===== src/rtl/farm_sensor_conditioner_if.sv =====
// Bus between the farm-road loop detector conditioner and the traffic
// light controller: raw detector level and lamp feedback in, conditioned
// request and status out.
interface farm_sensor_conditioner_if #(
    parameter int CNT_W = 4
);
    logic             raw_detect;
    logic [2:0]       light_FM;
    logic             sensor;
    logic             arrival;
    logic [CNT_W-1:0] pending_count;
    logic             fault;

    // Controller / environment side.
    modport master (
        output raw_detect,
        output light_FM,
        input  sensor,
        input  arrival,
        input  pending_count,
        input  fault
    );

    // Conditioner side.
    modport slave (
        input  raw_detect,
        input  light_FM,
        output sensor,
        output arrival,
        output pending_count,
        output fault
    );
endinterface


===== src/rtl/farm_sensor_conditioner.sv =====
// farm_sensor_conditioner
// Synchronises and debounces the farm-road vehicle loop, counts accepted
// vehicles and raises a registered service request until the controller
// shows farm-road green.
// Optional feature macro: FARM_STUCK_DETECT_EN (stuck-detector fault with a
// fail-safe service request). Without it, fault is tied low.
module farm_sensor_conditioner #(
    parameter int DEB_CYCLES   = 4,
    parameter int CNT_W        = 4,
    parameter int STUCK_CYCLES = 64
) (
    input  logic                      clk,
    input  logic                      reset,
    farm_sensor_conditioner_if.slave  bus
);

    localparam int DW = (DEB_CYCLES > 2) ? $clog2(DEB_CYCLES) : 1;
    localparam logic [DW-1:0]    DEB_LAST = DW'(DEB_CYCLES - 1);
    localparam logic [CNT_W-1:0] CNT_MAX  = {CNT_W{1'b1}};

    typedef enum logic [1:0] {
        IDLE    = 2'b00,
        REQUEST = 2'b01,
        SERVING = 2'b10
    } state_t;

    if (DEB_CYCLES < 2 || STUCK_CYCLES < 2) begin : g_bad_cfg
        $error("farm_sensor_conditioner: DEB_CYCLES and STUCK_CYCLES must be >= 2");
    end

    logic             sync1_r;
    logic             sync_q_r;
    logic [DW-1:0]    deb_cnt_r;
    logic [DW-1:0]    deb_cnt_next_s;
    logic             deb_r;
    logic             deb_next_s;
    logic             deb_rise_s;
    logic             green_s;
    logic             req_s;
    logic [CNT_W-1:0] pend_r;
    logic [CNT_W-1:0] pend_next_s;
    logic             arrival_r;
    logic             sensor_r;
    logic             fault_r;
    state_t           state_r;
    state_t           state_next_s;

    // Anything other than the exact one-hot green code counts as not green.
    assign green_s = (bus.light_FM == 3'b001);

    // Two-flop synchroniser on the asynchronous loop detector.
    always_ff @(posedge clk or negedge reset) begin
        if (!reset) begin
            sync1_r  <= 1'b0;
            sync_q_r <= 1'b0;
        end else begin
            sync1_r  <= bus.raw_detect;
            sync_q_r <= sync1_r;
        end
    end

    // Debounce: the counter tracks the level entering the second stage, so
    // when it expires sync_q already holds a level that has differed from
    // deb for DEB_CYCLES consecutive edges; deb then takes sync_q.
    always_comb begin
        deb_cnt_next_s = deb_cnt_r;
        deb_next_s     = deb_r;
        if (sync1_r != deb_r) begin
            if (deb_cnt_r == DEB_LAST) begin
                deb_next_s     = sync_q_r;
                deb_cnt_next_s = '0;
            end else begin
                deb_cnt_next_s = deb_cnt_r + DW'(1);
            end
        end else begin
            deb_cnt_next_s = '0;
        end
    end

    assign deb_rise_s = !deb_r && deb_next_s;

    // Debounced level and its stability counter.
    always_ff @(posedge clk or negedge reset) begin
        if (!reset) begin
            deb_r     <= 1'b0;
            deb_cnt_r <= '0;
        end else begin
            deb_r     <= deb_next_s;
            deb_cnt_r <= deb_cnt_next_s;
        end
    end

`ifdef FARM_STUCK_DETECT_EN
    localparam int SW = $clog2(STUCK_CYCLES + 1);
    localparam logic [SW-1:0] STUCK_LAST = SW'(STUCK_CYCLES - 1);
    localparam logic [SW-1:0] STUCK_MAX  = SW'(STUCK_CYCLES);

    logic [SW-1:0] stuck_cnt_r;

    // Stuck-detector timer: a debounced-high level lasting STUCK_CYCLES
    // latches fault until the debounced level drops.
    always_ff @(posedge clk or negedge reset) begin
        if (!reset) begin
            stuck_cnt_r <= '0;
            fault_r     <= 1'b0;
        end else if (!deb_next_s) begin
            stuck_cnt_r <= '0;
            fault_r     <= 1'b0;
        end else begin
            if (stuck_cnt_r != STUCK_MAX) begin
                stuck_cnt_r <= stuck_cnt_r + SW'(1);
            end else begin
                stuck_cnt_r <= stuck_cnt_r;
            end
            fault_r <= fault_r || (stuck_cnt_r == STUCK_LAST);
        end
    end

    assign req_s = (pend_r != '0) || fault_r;
`else
    assign fault_r = 1'b0;
    assign req_s   = (pend_r != '0);
`endif

    // Next state: request only against a non-green farm road, retire on green.
    always_comb begin
        state_next_s = state_r;
        case (state_r)
            IDLE: begin
                if (req_s && !green_s) begin
                    state_next_s = REQUEST;
                end else begin
                    state_next_s = IDLE;
                end
            end
            REQUEST: begin
                if (green_s) begin
                    state_next_s = SERVING;
                end else begin
                    state_next_s = REQUEST;
                end
            end
            SERVING: begin
                if (!green_s) begin
                    state_next_s = IDLE;
                end else begin
                    state_next_s = SERVING;
                end
            end
            default: begin
                state_next_s = IDLE;
            end
        endcase
    end

    // Pending count: clearing on service wins over a simultaneous arrival;
    // vehicles arriving while the farm road stays green pass uncounted.
    always_comb begin
        pend_next_s = pend_r;
        if (state_r == REQUEST && green_s) begin
            pend_next_s = '0;
        end else if (deb_rise_s && !(state_r == SERVING && green_s) &&
                     (pend_r != CNT_MAX)) begin
            pend_next_s = pend_r + CNT_W'(1);
        end else begin
            pend_next_s = pend_r;
        end
    end

    // Registered FSM state and outputs.
    always_ff @(posedge clk or negedge reset) begin
        if (!reset) begin
            state_r   <= IDLE;
            sensor_r  <= 1'b0;
            arrival_r <= 1'b0;
            pend_r    <= '0;
        end else begin
            state_r   <= state_next_s;
            sensor_r  <= (state_next_s == REQUEST);
            arrival_r <= deb_rise_s;
            pend_r    <= pend_next_s;
        end
    end

    assign bus.sensor        = sensor_r;
    assign bus.arrival       = arrival_r;
    assign bus.pending_count = pend_r;
    assign bus.fault         = fault_r;

endmodule

===== src/flat_wrapper.sv =====
// flat-port wrapper written by rule: the top's interface ports become plain ports
module farm_sensor_conditioner_flat 
#(
    parameter int DEB_CYCLES   = 4,
    parameter int CNT_W        = 4,
    parameter int STUCK_CYCLES = 64
)
  (clk, reset, bus_raw_detect, bus_light_FM, bus_sensor, bus_arrival, bus_pending_count, bus_fault);
  farm_sensor_conditioner_if #(.CNT_W(CNT_W)) bus_i ();
  input  logic clk;
  input  logic reset;
  input wire logic [$bits(bus_i.raw_detect)-1:0] bus_raw_detect;
  input wire logic [$bits(bus_i.light_FM)-1:0] bus_light_FM;
  output wire logic [$bits(bus_i.sensor)-1:0] bus_sensor;
  output wire logic [$bits(bus_i.arrival)-1:0] bus_arrival;
  output wire logic [$bits(bus_i.pending_count)-1:0] bus_pending_count;
  output wire logic [$bits(bus_i.fault)-1:0] bus_fault;
  assign bus_i.raw_detect = bus_raw_detect;
  assign bus_i.light_FM = bus_light_FM;
  assign bus_sensor = bus_i.sensor;
  assign bus_arrival = bus_i.arrival;
  assign bus_pending_count = bus_i.pending_count;
  assign bus_fault = bus_i.fault;
  farm_sensor_conditioner #(.DEB_CYCLES(DEB_CYCLES), .CNT_W(CNT_W), .STUCK_CYCLES(STUCK_CYCLES)) u_core (.clk(clk), .reset(reset), .bus(bus_i));
endmodule

===== config.mk =====
export PLATFORM = sky130hd
export DESIGN_NAME = farm_sensor_conditioner_flat
export DESIGN_NICKNAME = d
export VERILOG_FILES = /design/src/rtl/farm_sensor_conditioner_if.sv /design/src/rtl/farm_sensor_conditioner.sv /design/src/flat_wrapper.sv
export SDC_FILE = /design/constraint.sdc
export NUM_CORES = 1
export LEC_CHECK = 0
export ABC_AREA = 0
export ABC_CLOCK_PERIOD_IN_PS = 1900
export BUFFER_PORTS_ARGS = -buffer_cell sky130_fd_sc_hd__buf_2
export CAP_MARGIN = 20
export CORE_MARGIN = 4
export CORE_UTILIZATION = 35
export CTS_CLUSTER_SIZE = 8
export DETAILED_ROUTE_END_ITERATION = 6
export PLACE_DENSITY = 0.58
export SLEW_MARGIN = 40
export SYNTH_ARGS = -nofsm -noshare
export SYNTH_HDL_FRONTEND = slang
export SYNTH_SLANG_ARGS = --single-unit
export TNS_END_PERCENT = 1

===== constraint.sdc =====
create_clock -name clk -period 1.9 [get_ports clk]
set_input_delay 0.38 -clock clk [delete_from_list [all_inputs] [get_ports clk]]
set_output_delay 0.38 -clock clk [all_outputs]
set_load 0.1 [all_outputs]

Yosys cells after proc, flatten, opt, wreduce, memory -nomap -nowiden
Cells that the tools add are included.
{"block": "op_classes", "n_addsub": 2, "n_reduce_logical": 12, "eq_ne": 7, "mux": 10}
{"op": "$mux W2", "count": 4}
{"op": "$mux W4", "count": 2}
{"op": "$logic_and A1 B1 Y1", "count": 6}
{"op": "$pmux W2 S3", "count": 1}
{"op": "$add A4 B1 Y4 const B", "count": 1}
{"op": "$eq A2 B1 Y1 const B", "count": 2}
{"op": "$eq A2 B2 Y1 const B", "count": 2}
{"op": "$ne A4 B4 Y1 const B", "count": 1}
{"op": "$reduce_bool A4 Y1", "count": 1}
{"op": "$eq A3 B1 Y1 const B", "count": 1}
{"op": "$logic_not A1 Y1", "count": 3}
{"op": "$mux W1", "count": 3}
{"op": "$add A2 B1 Y2 const B", "count": 1}
{"op": "$logic_not A2 Y1", "count": 1}
{"op": "$reduce_bool A2 Y1", "count": 1}
{"op": "$ne A1 B1 Y1", "count": 1}
{"block": "word_totals", "reg_bits": 13, "word_cells": 39, "input_bits": 6}

Longest topological paths before layout
{"block": "depth", "depth_word": 8, "ltp_mapped": 5, "ltp_nobuf": 5}

Worst setup path after synthesis
No wires, ideal clock.
{"block": "synth_path", "path_type": "reg-to-reg", "start": "register u_core.pend_r[0] (netlist: u_core.bus.pending_count[0])", "end": "register u_core.pend_r[3] (netlist: u_core.bus.pending_count[3])", "period_less_slack_ns": 1.914, "setup_slack_ns": -0.014, "stages_incl_launch_ff": 6, "required_ns": 1.823, "n_path_buf": 0, "arrival_time_ns": 1.837, "cell_sequence": "dfrtp_1 > ha_1 > nand3_1 > o211ai_4 > or3_1 > a21oi_1"}
{"block": "synth_via", "elab_chain_len": 3, "word_cells_on_any_way": 6, "cone_classes": "1 x add/sub; 1 x eq/ne; 2 x mux; 2 x reduce/logical"}
{"item": "start, declared", "line": "farm_sensor_conditioner.sv:40", "rtl": "logic [CNT_W-1:0] pend_r;"}
{"item": "start signal, assigned", "line": "farm_sensor_conditioner.sv:181", "rtl": "pend_r <= pend_next_s;"}
{"item": "$add A4 B1 Y4 or $ne A4 B4 Y1 (tied branches)", "line": "farm_sensor_conditioner.sv:164, farm_sensor_conditioner.sv:163"}
{"item": "$mux W4 or $logic_and A1 B1 Y1 (tied branches)", "line": "farm_sensor_conditioner.sv:162", "rtl": "end else if (deb_rise_s && !(state_r == SERVING && green_s) &&"}
{"item": "$mux W4 or $reduce_bool A2 Y1 (tied branches)"}
Parallel ways exist; a longest one is shown, timed or not. The select of a mux whose other input is x is not followed.
A chain may end at the register's enable or synchronous reset.

Final worst setup path
{"block": "layout_path", "start": "register u_core.pend_r[3] (netlist: u_core.bus.pending_count[3])", "end": "output bus_pending_count[3]"}
{"item": "end, declared", "line": "flat_wrapper.sv:16", "rtl": "output wire logic [$bits(bus_i.pending_count)-1:0] bus_pending_count;"}
No word-level cell between the ends.

==> results.cfg <==
[sta]
finClkSkew_ps = 4.445
fmax_mhz = 653.5
setup_ws_ps = 369.7
slew_viol_final = 0
rsz0062_at_grt = no
timing.final.crit_share = 0.8054
tns_ps = 0
fin_crit_ps = 1530
hold_viol_final = 0
finalSetupViolCount = 0
hold_ws_ps = 211.9

[placed_design]
dpl_cell_area_sq_um = 654.4
gp_congestion = 0.7138
hpwl_um = 721.6
portBuffers = 11
pre_cts_ws_ps = 369.4

[finish]
diodes = 0
drive_gt1_frac = 0.2879
nFillCells = 156
fin_area_sq_um = 690.7
nNetsFinal = 76
syn2layout_area_growth_pct = 18.20

[critical_path]
crit_required_ps = 1520
reg2reg_slack_ps = 380
cp_num_cells = 1
worstSetupPathType = register to primary output
critical_path_arrival_ps = 1150
cp-endpoint = bus_pending_count[3]
timing.rr.start = u_core.deb_cnt_r[0]
path_cells = buf_2
cp-start-kind = register
endpoint_kind = primary output
startpoint = u_core.bus.pending_count[3]
reg2reg_depth = 5
reg2reg_to = u_core.bus.pending_count[3]
cp_num_buf_inv = 1
cp_slowest_cell = buf_2
critical_path.top_delay_family = buffers and inverters
max_stage_delay_ps = 450
critPathMaxFanout = 6

[yosys]
syn_area_per_cell_sq_um = 11.46
synthTopCellsByArea = dfrtp_1, ha_1, nor2_1
netlist_instances = 51
ys.warnings.count = 0
synth.ff_latch_count = 13
yosysSeqAreaShare = 0.5567
syn-num-nets = 60
synth_area_sq_um = 584.3
ys_types = 22
synth.largest_area_cell = dfrtp_1
synth.top_cell.area_share = 0.5567

[clocking]
clock_path_buffers = 2
cts.htree.levels = 1
clk_pin_slew_ps = 80
clk_latency_ps = 270
post_cts_buffers = 0
hold_buffers = 1
cts-root-buf = clkbuf_4
cts_tree = built
cts_resized = 0
cts_inserted_buffers = 3
clkSinkCount = 13

[power_and_ir_drop]
total_power_uw = 947.4
pwr_density_cell_nw_per_um2 = 1372
vdd_drop_max_v = 0.0005475
leakagePower_nw = 0.3692

[drt]
num_vias = 415
wl_um = 918
via_per_inst = 5.061
first_pass_iters = 4
drt-initial-drc-count = 5
drc = 0
ant_nets = 0
routedWlPerCell_um = 11.20

[floorplanning]
ioPinCount = 13
fp.coreArea_sq_um = 1541
initial_core_util = 0.3791
die_w_um = 48.86
die-area_sq_um = 2387
dieHeight_um = 48.86
rows = 14

[global_routing]
use_met3 = 0.02752
grt_pass1_wl_um = 1662
track_usage = 0.08698
grt_pass1_vias = 378
grt_busiest_layer = met2
antenna_found_initial = 0
grt.met2_usage = 0.1239
grt_max_degree = 14
overflow = 0
use_met1 = 0.1185

[flow_run]
cap_violations = 0

[hold_path]
hold_class = input port to register

[status]
status = finished clean
-- logic make-up (layout without fill, tap and decap cells) --
kind of cell	Yosys count	in the layout	synth area share
xor gates and xnor gates	2	2	0.02998
DFF	13	13	0.5567
AOI/OAI and AO/OA	9	9	0.1199
buffers and inverters	5	20	0.03854
other	1	1	0.006418
and+or+nand+nor	17	17	0.1670
muxes	1	1	0.01713
adders and majority gates	3	3	0.06425
-- stage by stage --
stage            util  cells
2_1_floorplan       -     51
3_3_place_gp   0.4245     77
3_5_place_dp   0.4245     77
4_1_cts        0.4481     82
5_1_grt        0.4481     82
6_report       0.4481     82
-- final cells by class --
| class | instances | area (sq um) | area share |
|---|---|---|---|
| tap | 16 | 20.02 | 0.02899 |
| inverter | 4 | 15.01 | 0.02174 |
| clock buffer | 4 | 26.28 | 0.03804 |
| multi-input combinational | 33 | 236.5 | 0.3424 |
| timing repair buffer | 12 | 65.06 | 0.09420 |
| sequential | 13 | 327.8 | 0.4746 |
-- placed cells by master, fill, tap and decap left out, types with 2 or more instances in the layout --
cell type	Yosys	routed
clkbuf_4	0	3
inv_1	4	4
nand3_1	2	2
nor2_1	6	6
ha_1	3	3
buf_2	0	11
nand2b_1	2	2
a21oi_1	4	4
nor3_1	2	2
xnor2_1	2	2
dfrtp_1	13	11
dfrtp_2	0	2
-- power breakdown --
| group | total (mW) | switching [mW] | leakage [nW] | internal [mW] |
|---|---|---|---|---|
| Clock | 0.166 | 0.0845 | 0.0150 | 0.0813 |
| Sequential | 0.382 | 0.0414 | 0.165 | 0.341 |
| Combinational | 0.399 | 0.308 | 0.190 | 0.0911 |
| Total | 0.947 | 0.434 | 0.369 | 0.513 |
-- worst min-delay path by stage --
stage                     slack, ps             endpoint           start  depth (start not counted)
after floorplan                  80   u_core.bus.arrival           reset                          0
after global placement          290  u_core.deb_cnt_r[0]           reset                          1
after detailed placement        280      u_core.sync_q_r           reset                          1
after CTS                       210       u_core.sync1_r  bus_raw_detect                          1
after global routing            210       u_core.sync1_r  bus_raw_detect                          1
final                           210       u_core.sync1_r  bus_raw_detect                          1
-- per-layer routing --
metal  vias to the layer above  wire length [um]
met5                         -                 0
met1                       190               443
met2                        18               401
met3                         3                60
met4                         0                13
li1                        204                 -
-- Yosys cell counts --
library cell and count:
mux2i_1 1, conb_1 1, nor2b_1 1, a21oi_1 4
nand2b_1 2, o211ai_1 1, nand3_1 2, nor3_1 2
or2b_1 1, or3b_4 1, o41ai_1 1, ha_1 3
inv_1 4, and4b_2 1, buf_4 1, o21ai_0 1
o211ai_4 1, dfrtp_1 13, a211oi_1 1, or3_1 1
xnor2_1 2, nor2_1 6
-- state kept, by name (all words and copies together), names as in the netlist --
register and count:
u_core.deb_r 1, u_core.bus.sensor 1, u_core.bus.pending_count 4, u_core.sync_q_r 1, u_core.bus.arrival 1, u_core.deb_cnt_r 2
u_core.state_r 2, u_core.sync1_r 1
(Power assumes the default switching activity.)
